[config.mk]
export PLATFORM = sky130hd
export DESIGN_NAME = sr_flag_arbiter_flat
export DESIGN_NICKNAME = d
export VERILOG_FILES = /design/src/rtl/sr_flag_arbiter_if.sv /design/src/rtl/sr_flag_arbiter.sv /design/src/flat_wrapper.sv
export SDC_FILE = /design/constraint.sdc
export NUM_CORES = 1
export LEC_CHECK = 0
export CORE_ASPECT_RATIO = 0.7
export CORE_MARGIN = 10
export CORE_UTILIZATION = 43
export DETAILED_ROUTE_END_ITERATION = 8
export PLACE_DENSITY = 0.8
export SLEW_MARGIN = 20
export SYNTH_ARGS = -nofsm -noshare
export SYNTH_HDL_FRONTEND = slang
export SYNTH_SLANG_ARGS = --single-unit
[constraint.sdc]
create_clock -name clk -period 3.8 [get_ports clk]
set_input_delay 0.57 -clock clk [delete_from_list [all_inputs] [get_ports clk]]
set_output_delay 0.57 -clock clk [all_outputs]
set_load 0.02 [all_outputs]
[src/rtl/sr_flag_arbiter_if.sv]
// Requester-side handshake bundle for sr_flag_arbiter.
// Requesters drive req/sr/idx and receive a one-cycle gnt acknowledge.
interface sr_flag_arbiter_if #(
  parameter int NREQ = 4,
  parameter int IDXW = 3
);
  logic [NREQ-1:0]      req;
  logic [2*NREQ-1:0]    sr;
  logic [IDXW*NREQ-1:0] idx;
  logic [NREQ-1:0]      gnt;

  modport master (output req, output sr, output idx, input gnt);
  modport slave  (input req, input sr, input idx, output gnt);
endinterface

[src/rtl/sr_flag_arbiter.sv]
// Shared bank of clocked SR flags written by several requesters.
// A round-robin arbiter picks one command per clock; the chosen command
// sets, resets or leaves one flag. Illegal commands (sr=11 or an
// out-of-range index) leave the bank untouched and raise a sticky error.
module sr_flag_arbiter #(
  parameter int NREQ  = 4,
  parameter int NFLAG = 8,
  parameter int IDXW  = 3,
  localparam int PTRW = (NREQ > 1) ? $clog2(NREQ) : 1
) (
  input  logic             clk,
  input  logic             rst,
  input  logic             e,
  sr_flag_arbiter_if.slave bus,
  input  logic             err_clr,
  output logic [NFLAG-1:0] q,
  output logic [NFLAG-1:0] qb,
  output logic             err,
  output logic [PTRW-1:0]  err_id,
  output logic             busy
);

  typedef enum logic [1:0] {
    CMD_HOLD  = 2'b00,
    CMD_RESET = 2'b01,
    CMD_SET   = 2'b10,
    CMD_ILL   = 2'b11
  } sr_cmd_e;

  // Registered state
  logic [PTRW-1:0]  ptr_q;
  logic [NREQ-1:0]  gnt_q;
  logic [NFLAG-1:0] q_q;
  logic             err_q;
  logic [PTRW-1:0]  err_id_q;

  // Next-state values
  logic [PTRW-1:0]  ptr_d;
  logic [NREQ-1:0]  gnt_d;
  logic [NFLAG-1:0] q_d;
  logic             err_d;
  logic [PTRW-1:0]  err_id_d;

  // Arbitration helpers
  logic [NREQ-1:0]  elig;
  logic             found;
  logic [PTRW-1:0]  win;
  logic [PTRW-1:0]  cand;
  sr_cmd_e          cmd_sr;
  logic [IDXW-1:0]  cmd_idx;
  logic             illegal;

  // A requester acknowledged this cycle is masked so its held req is not reapplied.
  assign elig = bus.req & ~gnt_q;
  assign busy = |elig;

  // Round-robin search: first eligible requester at or after ptr, wrapping.
  always_comb begin
    // NOTE: every variable gets a default before any conditional write, so no latch is inferred.
    found = 1'b0;
    win   = '0;
    cand  = '0;
    for (int k = 0; k < NREQ; k++) begin
      cand = PTRW'((int'(ptr_q) + k) % NREQ);
      if (!found && elig[cand]) begin
        found = 1'b1;
        win   = cand;
      end
    end
  end

  // Decode the winner's command and compute the next flag/error/pointer state.
  always_comb begin
    ptr_d    = ptr_q;
    gnt_d    = '0;
    q_d      = q_q;
    err_d    = err_q;
    err_id_d = err_id_q;
    cmd_sr   = sr_cmd_e'(bus.sr[2*win +: 2]);
    cmd_idx  = bus.idx[IDXW*win +: IDXW];
    illegal  = (cmd_sr == CMD_ILL) || (int'(cmd_idx) >= NFLAG);

    if (e) begin
      if (err_clr) err_d = 1'b0;
      if (found) begin
        gnt_d[win] = 1'b1;
        ptr_d      = (int'(win) == NREQ - 1) ? '0 : win + PTRW'(1);
        // An illegal command at the same edge as err_clr keeps the error set.
        if (illegal) begin
          err_d    = 1'b1;
          err_id_d = win;
        end else begin
          unique case (cmd_sr)
            CMD_RESET: q_d[cmd_idx] = 1'b0;
            CMD_SET:   q_d[cmd_idx] = 1'b1;
            default:   q_d = q_q;
          endcase
        end
      end
    end
  end

  // State register with synchronous reset.
  always_ff @(posedge clk) begin
    if (rst) begin
      ptr_q    <= '0;
      gnt_q    <= '0;
      // NOTE: the flag bank is a plain register vector, so it is reset along with the control state.
      q_q      <= '0;
      err_q    <= 1'b0;
      err_id_q <= '0;
    end else begin
      // NOTE: non-blocking assignments so all state updates see pre-edge values.
      ptr_q    <= ptr_d;
      gnt_q    <= gnt_d;
      q_q      <= q_d;
      err_q    <= err_d;
      err_id_q <= err_id_d;
    end
  end

  assign bus.gnt = gnt_q;
  assign q       = q_q;
  assign qb      = ~q_q;
  assign err     = err_q;
  assign err_id  = err_id_q;

endmodule

[src/flat_wrapper.sv]
// flat-port wrapper written by rule: the top's interface ports become plain ports
module sr_flag_arbiter_flat 
#(
  parameter int NREQ  = 4,
  parameter int NFLAG = 8,
  parameter int IDXW  = 3,
  localparam int PTRW = (NREQ > 1) ? $clog2(NREQ) : 1
)
  (clk, rst, e, err_clr, q, qb, err, err_id, busy, bus_req, bus_sr, bus_idx, bus_gnt);
  sr_flag_arbiter_if #(.NREQ(NREQ), .IDXW(IDXW)) bus_i ();
  input  logic clk;
  input  logic rst;
  input  logic e;
  input  logic err_clr;
  output logic [NFLAG-1:0] q;
  output logic [NFLAG-1:0] qb;
  output logic err;
  output logic [PTRW-1:0] err_id;
  output logic busy;
  input wire logic [$bits(bus_i.req)-1:0] bus_req;
  input wire logic [$bits(bus_i.sr)-1:0] bus_sr;
  input wire logic [$bits(bus_i.idx)-1:0] bus_idx;
  output wire logic [$bits(bus_i.gnt)-1:0] bus_gnt;
  assign bus_i.req = bus_req;
  assign bus_i.sr = bus_sr;
  assign bus_i.idx = bus_idx;
  assign bus_gnt = bus_i.gnt;
  sr_flag_arbiter #(.NREQ(NREQ), .NFLAG(NFLAG), .IDXW(IDXW)) u_core (.clk(clk), .rst(rst), .e(e), .bus(bus_i), .err_clr(err_clr), .q(q), .qb(qb), .err(err), .err_id(err_id), .busy(busy));
endmodule
==> results_dict.tcl, run 1 <==
set metrics [dict create \
    path_class "input pin to flip-flop" \
    worst_pin_slew_ns 0.439 \
    cts_tree "done" \
    synth-seq-area-share_pct 27.2 \
    hold_violations 0 \
    syn_inst 143 \
    wirelength_um 3890 \
    worstSetupStartpointType "input pin" \
    post_dp_cell_area_um2 1860 \
    synth_compound_area_share_pct 25.5 \
    cts_buffers 3 \
    seq_power_share_pct 31.3 \
    p_total_w 0.000655 \
    cts_root_buf "clkbuf_8" \
    final_cell_area_um2 1910 \
    holdCritPathClass "flip-flop to flip-flop" \
    io_buffer_count 51 \
    drive_gt1_share_pct 15.0 \
    coreArea_um2 2780 \
    critPathArrivalTime_ns 3.68 \
    clk_pin_slew_ns 0.06 \
    place_hpwl_um 3250 \
    grt_first_pass_wirelength_um 6660 \
    remaining_drc_errors 0 \
    dieArea_um2 5500 \
    clock_latency_ns 0.25 \
    rsz0062_at_grt "false" \
    crit_top_cell "nand2_1" \
    cp.depth 13 \
    cts_resized 0 \
    final_common_cell "clkdlybuf4s50_1" \
    syn_nets 177 \
    grt_remaining_overflow 0 \
    drtIter0Drc 43 \
    ant_nets 0 \
    antenna_found_initial 0 \
    fp.dieH_um 65.1 \
    synthXorXnorAreaFrac_pct 0 \
    crit_start "bus_req[1]" \
    synth_edf_count 0 \
    path_cells "clkdlybuf4s50_1 > and2b_4 > o221ai_1 > a32o_1 > nor2_1 > buf_4 > mux2i_1 > nand2_1 > nand2_1 > ha_1 > or4_1 > o311ai_1 > o41ai_1" \
    finClkSkew_ns 0.00122 \
    synthMuxAreaShare_pct 7.21 \
    p_leak_nw 0.740 \
    endpoint_kind "flip-flop" \
    crit_slowest_cell "or4_1" \
    max_cap_violations 0 \
    path_max_fanout 4 \
    final_util_pct 68.6 \
    die_w_um 84.4 \
    vdd_ir_drop_max_uv 217 \
    drv_slew 0 \
    clockBufferDepth 2 \
    fmax_mhz 281 \
    status "completed" \
    gp_congestion 0.857 \
    r2r_start "u_core.bus.gnt[1]$_SDFF_PP0_" \
    postSynth.asyncResetShare_pct 0 \
    combPwrFrac_pct 48.5 \
    hold_buffers 0 \
    p_clk_share_pct 20.2 \
    setup_violations 0 \
    synth_area_um2 1250 \
    cp.required_ns 3.92 \
    rows 16 \
    path_delay_family "simple AND/OR/NAND/NOR gates" \
    final_cell_mix "51 x clkdlybuf4s50_1, 19 x nand2_1, 17 x dfxtp_1, 11 x inv_1, 10 x buf_4" \
    power_density_nw_per_um2 343 \
    rrSetupSlack_ns 0.64 \
    synthDistinctLibCells 46 \
    antenna_cells 0 \
    worst-path-buf-inv 2 \
    postCtsSetupRepairBufs 0 \
    vias 1296 \
    htree_levels 1 \
    synth_top_family_by_area "simple AND/OR/NAND/NOR gates" \
    dr.pass1.iters 4 \
    ys_warn_count 0 \
    avgSynthCellArea_um2 8.74 \
    worst-r2r-cell-count 12 \
    num_io_pins 52 \
    switching_share_pct 37.0 \
    synth_ff_type "dfxtp_1" \
    cts.sink_count 17 \
    final.setup.tns_ns 0 \
    synth-adder-area-share_pct 6.01 \
    synthSimpleGateAreaFrac_pct 28.3 \
    vias_per_cell 5.36 \
    max-slew-margin-rel_pct 70.7 \
    fin_crit_ns 3.56 \
    grt_pass1_vias 1408 \
    start_util_pct 44.9 \
    fin_nets 241 \
    area_delta_synth_final_pct 52.7 \
    track_usage_pct 14.1 \
    ys_ff_latch 17 \
    routedWlPerCell_um 16.1 \
    p_sw_w 0.000242 \
    grt_max_degree 11 \
    internal_power_w 0.000413 \
    cp_slowest_stage_delay_ns 0.56 \
    fin_crit_sh_pct 93.6 \
]
==> synth_stat cells, types with 2 or more instances <==
cell type | instances | area, um2
and2_1 | 5 | 31.3
nor2_1 | 8 | 30.0
nand4_1 | 2 | 12.5
o221ai_1 | 2 | 17.5
buf_6 | 2 | 22.5
and2b_4 | 2 | 20.0
nand3_1 | 4 | 20.0
nand2_1 | 19 | 71.3
o31ai_1 | 4 | 30.0
ha_1 | 6 | 75.1
a22oi_1 | 2 | 15.0
inv_1 | 11 | 41.3
a21oi_1 | 7 | 35.0
a211oi_2 | 2 | 25.0
nor3_1 | 2 | 10.0
dfxtp_1 | 17 | 340
nand2b_1 | 5 | 31.3
o211ai_1 | 7 | 52.6
mux2i_1 | 9 | 90.1
==> how the worst min path moves through the flow <==
stage | startpoint | to | cells past startpoint | slack, ns
floorplan | u_core.ptr_q[1]$_SDFFE_PP0P_ | u_core.ptr_q[1]$_SDFFE_PP0P_ | 2 | 0.52
global placement | u_core.err$_SDFFE_PP0P_ | u_core.err$_SDFFE_PP0P_ | 2 | 0.45
detailed placement | u_core.err$_SDFFE_PP0P_ | u_core.err$_SDFFE_PP0P_ | 2 | 0.46
CTS | u_core.err$_SDFFE_PP0P_ | u_core.err$_SDFFE_PP0P_ | 2 | 0.48
global route | flip-flop | flip-flop | 2 | 0.50
finish | u_core.err$_SDFFE_PP0P_ | u_core.err$_SDFFE_PP0P_ | 2 | 0.47
==> logic make-up after synthesis <==
logic type      Yosys count
compound gates           36
fa+ha+maj                 6
buf+inv                  15
mux                       9
simple gates             60
flops                    17
==> through the flow <==
step | worst slack (ns) | std cells | hold WS (ns)
2_1_floorplan | 0.510 | 143 | 0.522
3_3_place_gp | 0.114 | 238 | 0.447
3_5_place_dp | 0.0392 | 238 | 0.462
4_1_cts | 0.227 | 242 | 0.480
5_1_grt | 0.0217 | 242 | 0.498
6_report | 0.242 | 242 | 0.473
==> layer usage <==
layer / GRT usage [%] / up-vias / routed length (um)
met5: 0 / - / 0
met4: 3.69 / 0 / 23
met3: 2.96 / 4 / 257
met2: 24.6 / 43 / 1830
met1: 17.2 / 601 / 1780
li1: - / 648 / -
==> power groups by stage <==
stage | sequential (W) | clock (W) | combinational (W)
3_5_place_dp | 0.000209 | 0 | 0.000315
2_1_floorplan | 0.000214 | 0 | 0.000188
6_report | 0.000205 | 0.000132 | 0.000318
4_1_cts | 0.000205 | 0.000135 | 0.000317
3_3_place_gp | 0.000207 | 0 | 0.000303
5_1_grt | 0.000207 | 0.000143 | 0.000346
==> worst min-delay path, stage by stage (launching register included) <==
cell,delay (ns)
dfxtp_1,0.31
nand2_1,0.06
a21oi_1,0.06
==> final cells by class <==
class / count / area (um2)
Timing Repair Buffer: 61 / 586
Inverter: 13 / 48.8
Tap cell: 36 / 45.0
Multi-Input combinational cell: 111 / 843
Clock buffer: 4 / 45.0
Fill cell: 248 / 875
Sequential cell: 17 / 340
Power figures use the tool's default switching activity.
==> run 2: changes to the inputs <==
--- a/config.mk
+++ b/config.mk
@@ -9,6 +9,7 @@
 export CORE_MARGIN = 10
 export CORE_UTILIZATION = 43
 export DETAILED_ROUTE_END_ITERATION = 8
+export GPL_ROUTABILITY_DRIVEN = 0
 export PLACE_DENSITY = 0.8
 export SLEW_MARGIN = 20
 export SYNTH_ARGS = -nofsm -noshare
==> results of run 2 <==
Same layout as run 1: the final DEF is identical, and so are final timing and power.
==> run 3: changes to the inputs <==
--- a/config.mk
+++ b/config.mk
@@ -6,7 +6,7 @@
 export NUM_CORES = 1
 export LEC_CHECK = 0
 export CORE_ASPECT_RATIO = 0.7
-export CORE_MARGIN = 10
+export CORE_MARGIN = 1.5
 export CORE_UTILIZATION = 43
 export DETAILED_ROUTE_END_ITERATION = 8
 export GPL_ROUTABILITY_DRIVEN = 0
==> run 3 against run 2 <==
  * Sequential power about the same
  * Final cell count down 2.1%
  * Critical path depth down 2
  * Critical path type unchanged
  * Largest cell class unchanged
  * Highest routed layer unchanged
==> results_dict.tcl, run 3 (synthesis gave the netlist of run 1 again) <==
set metrics [dict create \
    status "completed" \
    cts_resized 0 \
    holdWs_ns 0.476 \
    grt_remaining_overflow 0 \
    final_cell_area_um2 1870 \
    setup_violations 0 \
    postCtsSetupRepairBufs 0 \
    wirelength_um 3440 \
    cts_tree "done" \
    holdCritPathClass "flip-flop to flip-flop" \
    hold_buffers 0 \
    fp.dieH_um 48.1 \
    worst_pin_slew_ns 0.751 \
    final_cell_mix "51 x clkdlybuf4s50_1, 19 x nand2_1, 17 x dfxtp_1, 11 x inv_1, 9 x mux2i_1" \
    cts_buffers 3 \
    grt_max_degree 11 \
    dieArea_um2 3240 \
    worstSetupStartpointType "input pin" \
    remaining_drc_errors 0 \
    clk_pin_slew_ns 0.06 \
    finClkSkew_ns 0.00387 \
    path_max_fanout 7 \
    track_usage_pct 21.7 \
    path_class "input pin to flip-flop" \
    power_density_nw_per_um2 345 \
    rrSetupSlack_ns 0.47 \
    drv_slew 0 \
    final.setup.tns_ns 0 \
    fin_crit_ns 3.66 \
    num_io_pins 52 \
    max-slew-margin-rel_pct 49.5 \
    io_buffer_count 51 \
    place_hpwl_um 2820 \
    fin_nets 236 \
    routedWlPerCell_um 14.5 \
    crit_start "bus_req[2]" \
    post_dp_cell_area_um2 1820 \
    start_util_pct 44.9 \
    vias_per_cell 5.56 \
    area_delta_synth_final_pct 49.2 \
    antenna_found_initial 0 \
    ant_nets 0 \
    endpoint_kind "flip-flop" \
    final_common_cell "clkdlybuf4s50_1" \
    final_util_pct 67.0 \
    grt_pass1_vias 1146 \
    clockBufferDepth 2 \
    vias 1317 \
    critPathArrivalTime_ns 3.79 \
    rsz0062_at_grt "false" \
    fin_crit_sh_pct 96.4 \
    fill_cells 226 \
    drtIter0Drc 60 \
    coreArea_um2 2780 \
    cp.required_ns 3.93 \
    p_total_w 0.000643 \
    cts_root_buf "clkbuf_8" \
    fmax_mhz 273 \
    htree_levels 1 \
    p_leak_nw 0.713 \
    die_w_um 67.4 \
    rows 16 \
    drive_gt1_share_pct 12.4 \
    r2r_start "u_core.ptr_q[0]$_SDFFE_PP0P_" \
    grt_first_pass_wirelength_um 5150 \
    cts.sink_count 17 \
    hold_violations 0 \
    clock_latency_ns 0.25 \
    max_cap_violations 0 \
    antenna_cells 0 \
    vdd_ir_drop_max_uv 209 \
    worst-r2r-cell-count 10 \
    dr.pass1.iters 4 \
]
run 3: cell count changes in the layout (fill, tap and decap cells not counted):
| cell | before | now |
|---|---|---|
| buf_4 | 10 | 5 |
| nor3_1 | 1 | 2 |
| nor3_2 | 2 | 1 |
run 3: power by group:
| group | internal (W) | total [W] | switching (W) |
|---|---|---|---|
| Clock | 0.0000743 | 0.000132 | 0.0000574 |
| Sequential | 0.000191 | 0.000205 | 0.0000145 |
| Combinational | 0.000137 | 0.000306 | 0.000169 |
run 3: per-stage QoR:
step / cells / worst slack (ns)
2_1_floorplan: 143 / 0.510
3_3_place_gp: 233 / 0.174
3_5_place_dp: 233 / -0.0661
4_1_cts: 237 / 0.185
5_1_grt: 237 / 0.00712
6_report: 237 / 0.137
run 3: per-layer routing:
metal / GRT usage (%) / part of all wire (%)
met1: 29.5 / 47
met5: 0 / 0
met3: 4.85 / 7.7
met2: 34.7 / 44
met4: 7.76 / 1.4
run 3: worst min path at each step:
stage	from	endpoint	slack [ns]	depth (start not counted)
2_1_floorplan	u_core.ptr_q[1]$_SDFFE_PP0P_	u_core.ptr_q[1]$_SDFFE_PP0P_	0.52	2
3_3_place_gp	u_core.err$_SDFFE_PP0P_	u_core.err$_SDFFE_PP0P_	0.45	2
3_5_place_dp	flip-flop	flip-flop	0.48	2
4_1_cts	flip-flop	flip-flop	0.49	2
5_1_grt	flip-flop	flip-flop	0.50	2
6_report	u_core.err$_SDFFE_PP0P_	u_core.err$_SDFFE_PP0P_	0.48	2
run 3: area by class of cell:
cell class,instances,area (um2),share of cell area [%]
multi-input cells,111,838,44.9
repair buffers,56,548,29.4
flip-flops and latches,17,340,18.2
inverters,13,48.8,2.62
clock buffers,4,45.0,2.41
well taps,36,45.0,2.41
run 3: critical path, cell delays in order:
cell and delay (ns):
clkdlybuf4s50_1 0.48, and2b_1 0.23, o221ai_4 0.20, nor3_1 0.62
inv_1 0.22, nand2_1 0.14, nand2_1 0.06, ha_1 0.32
or4_1 0.55, o311ai_1 0.27, o41ai_1 0.12
